File: config.mk
export PLATFORM = sky130hd
export DESIGN_NAME = mem_arbiter
export DESIGN_NICKNAME = d
export VERILOG_FILES = /design/src/rtl/mem_arb_pkg.sv /design/src/rtl/mem_arbiter.sv
export SDC_FILE = /design/constraint.sdc
export NUM_CORES = 1
export LEC_CHECK = 0
export CORE_MARGIN = 3
export CORE_UTILIZATION = 24
export DETAILED_ROUTE_END_ITERATION = 6
export PLACE_DENSITY = 0.92
export SLEW_MARGIN = 5
export SYNTH_ARGS = -nofsm -noshare
export SYNTH_HDL_FRONTEND = slang
export SYNTH_SLANG_ARGS = --single-unit
File: constraint.sdc
create_clock -name clk -period 3.8 [get_ports clk]
set_input_delay 0.76 -clock clk [delete_from_list [all_inputs] [get_ports clk]]
set_output_delay 0.76 -clock clk [all_outputs]
set_load 0.05 [all_outputs]
File: src/rtl/mem_arb_pkg.sv
// Shared types and constants for the two-requester memory port arbiter.
package mem_arb_pkg;

  typedef enum logic [1:0] {
    IDLE    = 2'd0,
    SERVE_I = 2'd1,
    SERVE_D = 2'd2
  } arb_state_t;

  localparam logic GRANT_I = 1'b0;
  localparam logic GRANT_D = 1'b1;

endpackage

File: src/rtl/mem_arbiter.sv
// Arbitrates a single memory port between an instruction-fetch requester
// (read-only) and a data requester (read/write). One owner holds the port
// from grant until mem_resp or until it drops its request.
module mem_arbiter
  import mem_arb_pkg::*;
#(
  parameter int ADDR_WIDTH = 16,
  parameter int DATA_WIDTH = 16,
  parameter int BE_WIDTH   = DATA_WIDTH / 8,
  parameter int D_PRIORITY = 0
) (
  input  logic                  clk,
  input  logic                  rst,
  input  logic                  i_read,
  input  logic [ADDR_WIDTH-1:0] i_address,
  output logic [DATA_WIDTH-1:0] i_rdata,
  output logic                  i_resp,
  input  logic                  d_read,
  input  logic                  d_write,
  input  logic [BE_WIDTH-1:0]   d_byte_enable,
  input  logic [ADDR_WIDTH-1:0] d_address,
  input  logic [DATA_WIDTH-1:0] d_wdata,
  output logic [DATA_WIDTH-1:0] d_rdata,
  output logic                  d_resp,
  output logic                  mem_read,
  output logic                  mem_write,
  output logic [BE_WIDTH-1:0]   mem_byte_enable,
  output logic [ADDR_WIDTH-1:0] mem_address,
  output logic [DATA_WIDTH-1:0] mem_wdata,
  input  logic [DATA_WIDTH-1:0] mem_rdata,
  input  logic                  mem_resp
);

  arb_state_t state, next_state;
  logic       last_grant, next_last_grant;
  logic       i_req, d_req;

  assign i_req = i_read;
  assign d_req = d_read | d_write;

  // Read data is broadcast to both sides; only the resp strobes are steered.
  assign i_rdata = mem_rdata;
  assign d_rdata = mem_rdata;

  // State and last-grant registers; last_grant starts at D so I wins the first tie.
  always_ff @(posedge clk or posedge rst) begin
    if (rst) begin
      state      <= IDLE;
      last_grant <= GRANT_D;
    end else begin
      state      <= next_state;
      last_grant <= next_last_grant;
    end
  end

  // Next-state: grant from IDLE, return to IDLE on completion or owner abort.
  always_comb begin
    next_state      = state;
    next_last_grant = last_grant;
    case (state)
      IDLE: begin
        if (i_req && d_req) begin
          if ((D_PRIORITY != 0) || (last_grant == GRANT_I)) next_state = SERVE_D;
          else                                              next_state = SERVE_I;
        end else if (i_req) begin
          next_state = SERVE_I;
        end else if (d_req) begin
          next_state = SERVE_D;
        end
      end
      SERVE_I: begin
        if (mem_resp) begin
          next_state      = IDLE;
          next_last_grant = GRANT_I;
        end else if (!i_req) begin
          next_state = IDLE;
        end
      end
      SERVE_D: begin
        if (mem_resp) begin
          next_state      = IDLE;
          next_last_grant = GRANT_D;
        end else if (!d_req) begin
          next_state = IDLE;
        end
      end
      default: next_state = IDLE;
    endcase
  end

  // Port mux: the owner's request drives the memory combinationally; reset forces everything quiet.
  always_comb begin
    mem_read        = 1'b0;
    mem_write       = 1'b0;
    mem_byte_enable = '0;
    mem_address     = '0;
    mem_wdata       = '0;
    i_resp          = 1'b0;
    d_resp          = 1'b0;
    if (!rst) begin
      case (state)
        SERVE_I: begin
          mem_read        = i_read;
          mem_address     = i_address;
          mem_byte_enable = '1;
          i_resp          = mem_resp;
        end
        SERVE_D: begin
          mem_read        = d_read;
          mem_write       = d_write;
          mem_address     = d_address;
          mem_byte_enable = d_byte_enable;
          mem_wdata       = d_wdata;
          d_resp          = mem_resp;
        end
        default: ;
      endcase
    end
  end

endmodule

==> impl_results.md, run 1 <==
- Final hold vios: 0
- Initial Util: 25.47%
- Gr usage total: 13.88%
- Pleak: 0.6195 nW
- Total core area: 0.003390 mm2
- Layout area overhead: 87.54%
- # IOs: 142
- Yosys cell types: 22
- Most common cell in the synthesized netlist: buf_4
- Routed len/inst: 14.29 um
- CTS Buffer Depth: 2
- Largest net degree at the start of global routing: 20
- First-pass GRT wire length: 4.609 mm
- Post-Route Setup TNS: 0 ns
- Register Area: 76.32 um2
- Max Slew Vio Count: 0
- CP arrival: 2.60 ns
- # hold bufs at CTS: 0
- Clock root buffer: clkbuf_4
- Area leader, netlist: buf_4
- Syn Nets: ~200
- Fmax: 298.0 MHz
- Routability cong.: 0.8093
- Main synth FF type: dfrtp_1
- RSZ-0062 raised after global routing: false
- Share of cells above drive strength 1: 7.027%
- Remaining Overflow, GRT: 0
- Std cell rows: 21
- Routed vias/inst: 4.325
- Net Sw Frac: between 50% and 60%
- Synth top cells by count: buf_4 (33), nor2_1 (20), a22oi_1 (17), and2_1 (17)
- Synth area leaders: buf_4 (29%), a22oi_1 (15%), and2_1 (12%), nor2_1 (8.7%), ha_1 (7.2%)
- Clock-pin slew on the worst setup and hold paths: about 0.030 ns
- Initial antenna violation count: 0
- TritonCTS clock tree: yes
- Sw power: 0.4819 mW
- DR DRC count: 0
- Status: finished clean
- Post-layout nets: 263
- Die Wd: between 60 and 70 um
- Number of global-route vias before repair: 914
- Avg Cell Area, Syn: 6.962 um2
- Fillers: 323
- Pwr per Cell Area: 522.7 mW/mm2
- Full die area: 0.004353 mm2
- CP Class: primary input to output port
- Reg power frac: 7.7%
- Number of post-CTS setup repair buffers: 0
- Placement Cell Area: 0.001593 mm2
- Worst skew pair latency: 0.23 ns
- Area of the multi-input gates: approximately 500 um2
- Crit-path max FO: 19
- CP required: 3.04 ns
- Area share of the largest cell type after synthesis: 28.70%
- Number of max-cap violations: 0
- Clock network fraction of total power: 6.4%
- Post-Syn Area: 863.3 um2
- Resize count post-CTS: 0
- Min-delay worst type: flip-flop to flip-flop
- Max-slew headroom: 65.13%
- Post-synth EDFFs: 0
- Fraction of registers with async set/reset: 100.0%
- Post-synthesis instance total: 124
- Iteration-0 DRC Markers: 28
- Final Setup Violations: 0
- Least-Margin Pin Slew: 0.5213 ns
- Vias after detailed routing: 999
- Final wirelength: 3.300 mm
- CTS Buf Count: 3
- # diodes: 0
- Tmin final: roughly 3.4 ns
- Clock sinks: 3
- Sequential area share after synthesis: 8.841%
- Hpwl dp: 2.771 mm
- Critical Path Start Type: primary input
- Synthesized flop and latch total: 3
- Clock Skew: 0.0004173 ns
- Syn. warnings: 0
- Crit. End Element: output port
- Post-route ant nets: 0
- Port bufs: 93
- Max H-tree Level: 1
- DRT Pass-1 Iters: 4
- Design Area, Final: 0.001619 mm2
- Peak VDD IR: 0.1761 mV
- Die Y: 65.98 um
- Combinational share of power: 85.9%
- Internal: 0.3644 mW
- Period Utilization, post-route: 88.30%
[routing by layer]
layer  part of all wire, %  vias to the layer above  track usage (%)
met3                    11                        4            3.571
met2                    54                       52            27.66
li1                      -                      501                -
met1                    34                      442            13.20
met5                     0                        -                0
met4                   1.0                        0            5.584
[registers in the layout, indices dropped and copies added (netlist names)]
name,count
last_grant,1
state,2
[critical path: stages]
cell and delay, ns:
clkdlybuf4s50_1 0.41, inv_1 0.16, nand2_2 0.26, nor2_1 0.18, clkdlybuf4s50_1 0.82
[metrics by stage]
| step | std cells | hold slack (ns) | setup slack (ns) | util, % | power (mW) |
|---|---|---|---|---|---|
| 2_1_floorplan | 124 | 0.4447 | 1.168 | - | 0.6452 |
| 3_3_place_gp | 227 | 0.4556 | 0.4361 | 46.99 | 0.7886 |
| 3_5_place_dp | 227 | 0.4659 | 0.4139 | 46.99 | 0.7973 |
| 4_1_cts | 231 | 0.4726 | 0.4148 | 47.77 | 0.8564 |
| 5_1_grt | 231 | 0.4923 | 0.2764 | 47.77 | 0.9056 |
| 6_report | 231 | 0.4747 | 0.4448 | 47.77 | 0.8463 |
[final timing paths]
| kind | from | end | slack [ns] | cells past startpoint |
|---|---|---|---|---|
| max | rst | mem_address[2] | 0.44 | 5 |
| min | last_grant$_DFFE_PP1P_ | last_grant$_DFFE_PP1P_ | 0.47 | 2 |
| max reg2reg | state[0]$_DFFE_PP0P_ | state[0]$_DFFE_PP0P_ | 2.31 | 6 |
| min reg2reg | last_grant$_DFFE_PP1P_ | last_grant$_DFFE_PP1P_ | 0.47 | 2 |
| max in group asynchronous | rst | last_grant$_DFFE_PP1P_ | 2.81 | 2 |
| min in group asynchronous | rst | state[1]$_DFFE_PP0P_ | 0.75 | 2 |
[cells by family after synthesis]
kind of cell	Yosys count	synth area share, %
adders and majority gates	5	7.246
muxes	2	2.319
DFF	3	8.841
buffers and inverters	42	33.19
AOI/OAI and AO/OA	24	20.15
and+or+nand+nor	48	28.26
[power by group through the flow]
stage	clock network (mW)	logic (mW)	registers, mW
global route	0.0597	0.780	0.0658
global placement	0	0.726	0.0628
detailed placement	0	0.733	0.0642
CTS	0.0581	0.734	0.0639
floorplan	0	0.584	0.0609
finish	0.0544	0.727	0.0648
[cell type report]
class / instances / area share, %
Tap cell: 46 / 3.555
Inverter: 4 / 0.9274
Multi-Input combinational cell: 79 / 30.91
Clock buffer: 4 / 1.623
Timing Repair Buffer: 95 / 58.27
Sequential cell: 3 / 4.714
[placed cells by master (no fill, tap or decap)]
master / instances
clkbuf_1: 1
and2b_4: 1
nand2_2: 1
dfstp_2: 1
and3_2: 2
o22ai_1: 1
nand2b_1: 1
a21oi_1: 2
mux2i_1: 2
ha_1: 5
inv_1: 4
clkbuf_4: 3
a31oi_2: 1
clkdlybuf4s50_1: 92
a22oi_1: 17
dfrtp_1: 2
and2_1: 17
o211ai_1: 1
nor2_1: 20
buf_4: 3
nor2_2: 1
nand2_1: 5
o21ai_0: 2
No activity file was read; power rests on OpenSTA's default activity.
==> inputs of run 2 (changes only) <==
Settings changed: ABC_AREA set to 1, CORE_UTILIZATION 24 to 25, PLACE_DENSITY 0.92 to 0.88.
==> run 2 against run 1 <==
Against the previous run:
- sequential cell count is the same
- first-iteration DRC count grew 21%
- largest power group unchanged
- critical path type unchanged
- clock power grew 72%
- non-clock buffer count grew 1
- highest routed layer unchanged
- critical path depth shrank 1
- clock skew grew 0.00070 ns
- fmax grew 4.1%
- global-route usage shrank 1.6 points
==> impl_results.md, run 2 <==
- Status: finished clean
- Synth top cells by count: nand2_1 (60), buf_4 (35), nor2_1 (19)
- Resize count post-CTS: 0
- Max Slew Vio Count: 0
- Worst hold start: state[1]$_DFFE_PP0P_
- DRT Pass-1 Iters: 4
- Tmin final: 3.223 ns
- Remaining Overflow, GRT: 0
- Register-to-Register Path Depth: 3
- Crit path max-delay family: buffers and inverters
- Initial antenna violation count: 0
- CP arrival: 2.46 ns
- Min-delay worst type: flip-flop to flip-flop
- Commonest non-fill, non-tap cell in the layout: clkdlybuf4s50_1
- CTS Buf Count: 3
- # diodes: 0
- Routed vias/inst: around 4.2
- Yosys cell types: 21
- Share of cells above drive strength 1: 17.98%
- Top Registers: state x2, last_grant x1
- Syn. warnings: 0
- Most frequent cells in the layout: clkdlybuf4s50_1 (74), nand2_1 (60), nor2_1 (19)
- Slowest stage cell on the critical path: clkdlybuf4s50_1
- RSZ-0062 raised after global routing: false
- Clock sinks: 3
- First-pass GRT wire length: a little over 5 mm
- Crit. End Element: output port
- Max H-tree Level: 1
- Final hold vios: 0
- Routability cong.: 0.8846
- Number of global-route vias before repair: 1073
- Design Area, Final: around 0.0018 mm2
- Vias after detailed routing: 1149
- Critical path depth: 4
- Routed len/inst: 11.38 um
- Worst skew pair latency: 0.22 ns
- Worst Path Buf+Inv: 3
- Post-route setup slack: 0.5774 ns
- Number of post-CTS setup repair buffers: 0
- Period Utilization, post-route: 84.81%
- Layout area overhead: 79.38%
- Iteration-0 DRC Markers: 34
- Clock root buffer: clkbuf_8
- Number of max-cap violations: 0
- CTS Buffer Depth: 2
- Max reg flops: 2
- Die Wd: 69.48 um
- Post-Syn Area: 0.001007 mm2
- Full die area: between 0.004 and 0.005 mm2
- Max-slew headroom: 55.03%
- Synth area leaders: buf_4 (26%), nand2_1 (22%), a21oi_2 (8.7%), nor2_1 (7.1%), ha_1 (6.2%)
- Final wirelength: 3.142 mm
- Synthesized flop and latch total: 3
- Post-synth EDFFs: 0
- Total core area: 0.003771 mm2
- Gr usage total: 12.28%
- Cell repeated most along the worst path: clkdlybuf4s50_1
- Final Setup Violations: 0
- Die Y: 69.48 um
- Std cell rows: 22
- Clock Skew: 0.001122 ns
- # hold bufs at CTS: 0
- R2R Path Start: state[0]$_DFFE_PP0P_
- # IOs: roughly 140
- Fillers: 374
- Port bufs: 93
- Peak VDD IR: 0.3506 mV
- Post-synthesis instance total: 169
- Non-filler instance count after layout: 276
- Least-Margin Pin Slew: a little under 0.7 ns
- Top reg by flops: state
- Avg Cell Area, Syn: 5.960 um2
- Most common cell in the synthesized netlist: nand2_1
- Crit-path max FO: 14
- Fmax: 310.3 MHz
- Pleak: 0.7235 nW
- Area share of the largest cell type after synthesis: 26.09%
- Post-Route Setup TNS: 0 ns
- Main synth FF type: dfrtp_1
- Critical Path Start Type: primary input
- Crit-path cells: clkdlybuf4s50_1 > buf_4 > nor2_1 > clkdlybuf4s50_1
- CP required: 3.04 ns
- Hpwl dp: 2.570 mm
- CP max stage delay: between 0.8 and 0.9 ns
- Crit path to: mem_wdata[10]
- Critical path origin: rst
- Placement Cell Area: ~0.0018 mm2
- Initial Util: around a quarter
- Pwr per Cell Area: roughly 520 mW/mm2
- Area leader, netlist: buf_4
- Post-route ant nets: 0
- TritonCTS clock tree: yes
- Sequential area share after synthesis: 7.578%
- Clock-pin slew on the worst setup and hold paths: 0.03 ns
- DR DRC count: 0
- CP Class: primary input to output port
- Fraction of registers with async set/reset: 100.0%
- Reg2reg end: last_grant$_DFFE_PP1P_
- Place WS: 0.5706 ns
- Largest net degree at the start of global routing: 21
- Syn Nets: 246
- Placed Instances: between 200 and 300
- Post-layout nets: 306
- Setup slack, reg-to-reg: 2.39 ns
run 2: power breakdown:
group / switching, mW / internal (mW) / total (mW)
sequential: 0.0122 / 0.0487 / 0.0609
combinational: 0.496 / 0.281 / 0.777
clock: 0.0220 / 0.0716 / 0.0936
total: 0.530 / 0.401 / 0.931
run 2: cell families (layout without fill, tap and decap cells):
group                      count (synthesis)  in the layout  share of synthesized area, %
buffers and inverters                     50            109                         35.53
adders and majority gates                  5              5                         6.211
AOI/OAI and AO/OA                         24             24                         15.90
and+or+nand+nor                           87             87                         34.78
DFF                                        3              3                         7.578
run 2: per-stage QoR:
stage                     power (mW)  utilization (%)  hold slack (ns)
after floorplan               0.6961                -           0.5077
after global placement        0.8347            46.72           0.5451
after detailed placement      0.8414            46.72           0.5588
after CTS                     0.9422            47.91           0.5654
after global routing          0.9942            47.91           0.6095
final                         0.9310            47.91           0.5694
run 2: layout make-up:
cell class	instances	area [um2]	area share [%]
clock buffers	4	45.04	2.493
inverters	9	33.78	1.870
multi-input cells	116	573.1	31.72
flip-flops and latches	3	76.32	4.224
well taps	48	60.06	3.324
repair buffers	96	1018	56.37
run 2: worst reg2reg max path, stage by stage, from the launching register on:
cell and delay, ns:
dfrtp_1 0.41, inv_1 0.12, ha_1 0.60, a21o_1 0.22
run 2: how the worst min path moves through the flow:
stage	end	cells past startpoint
global route	state[1]$_DFFE_PP0P_	2
CTS	state[1]$_DFFE_PP0P_	2
global placement	state[1]$_DFFE_PP0P_	2
finish	state[1]$_DFFE_PP0P_	2
detailed placement	state[1]$_DFFE_PP0P_	2
floorplan	state[0]$_DFFE_PP0P_	1
run 2: routing by layer:
metal	vias up	global-route usage, %	share of wire [%]
li1	605	-	-
met1	489	14.21	39
met2	53	21.82	53
met3	2	3.478	6.6
met4	0	3.471	0.57
met5	-	0	0
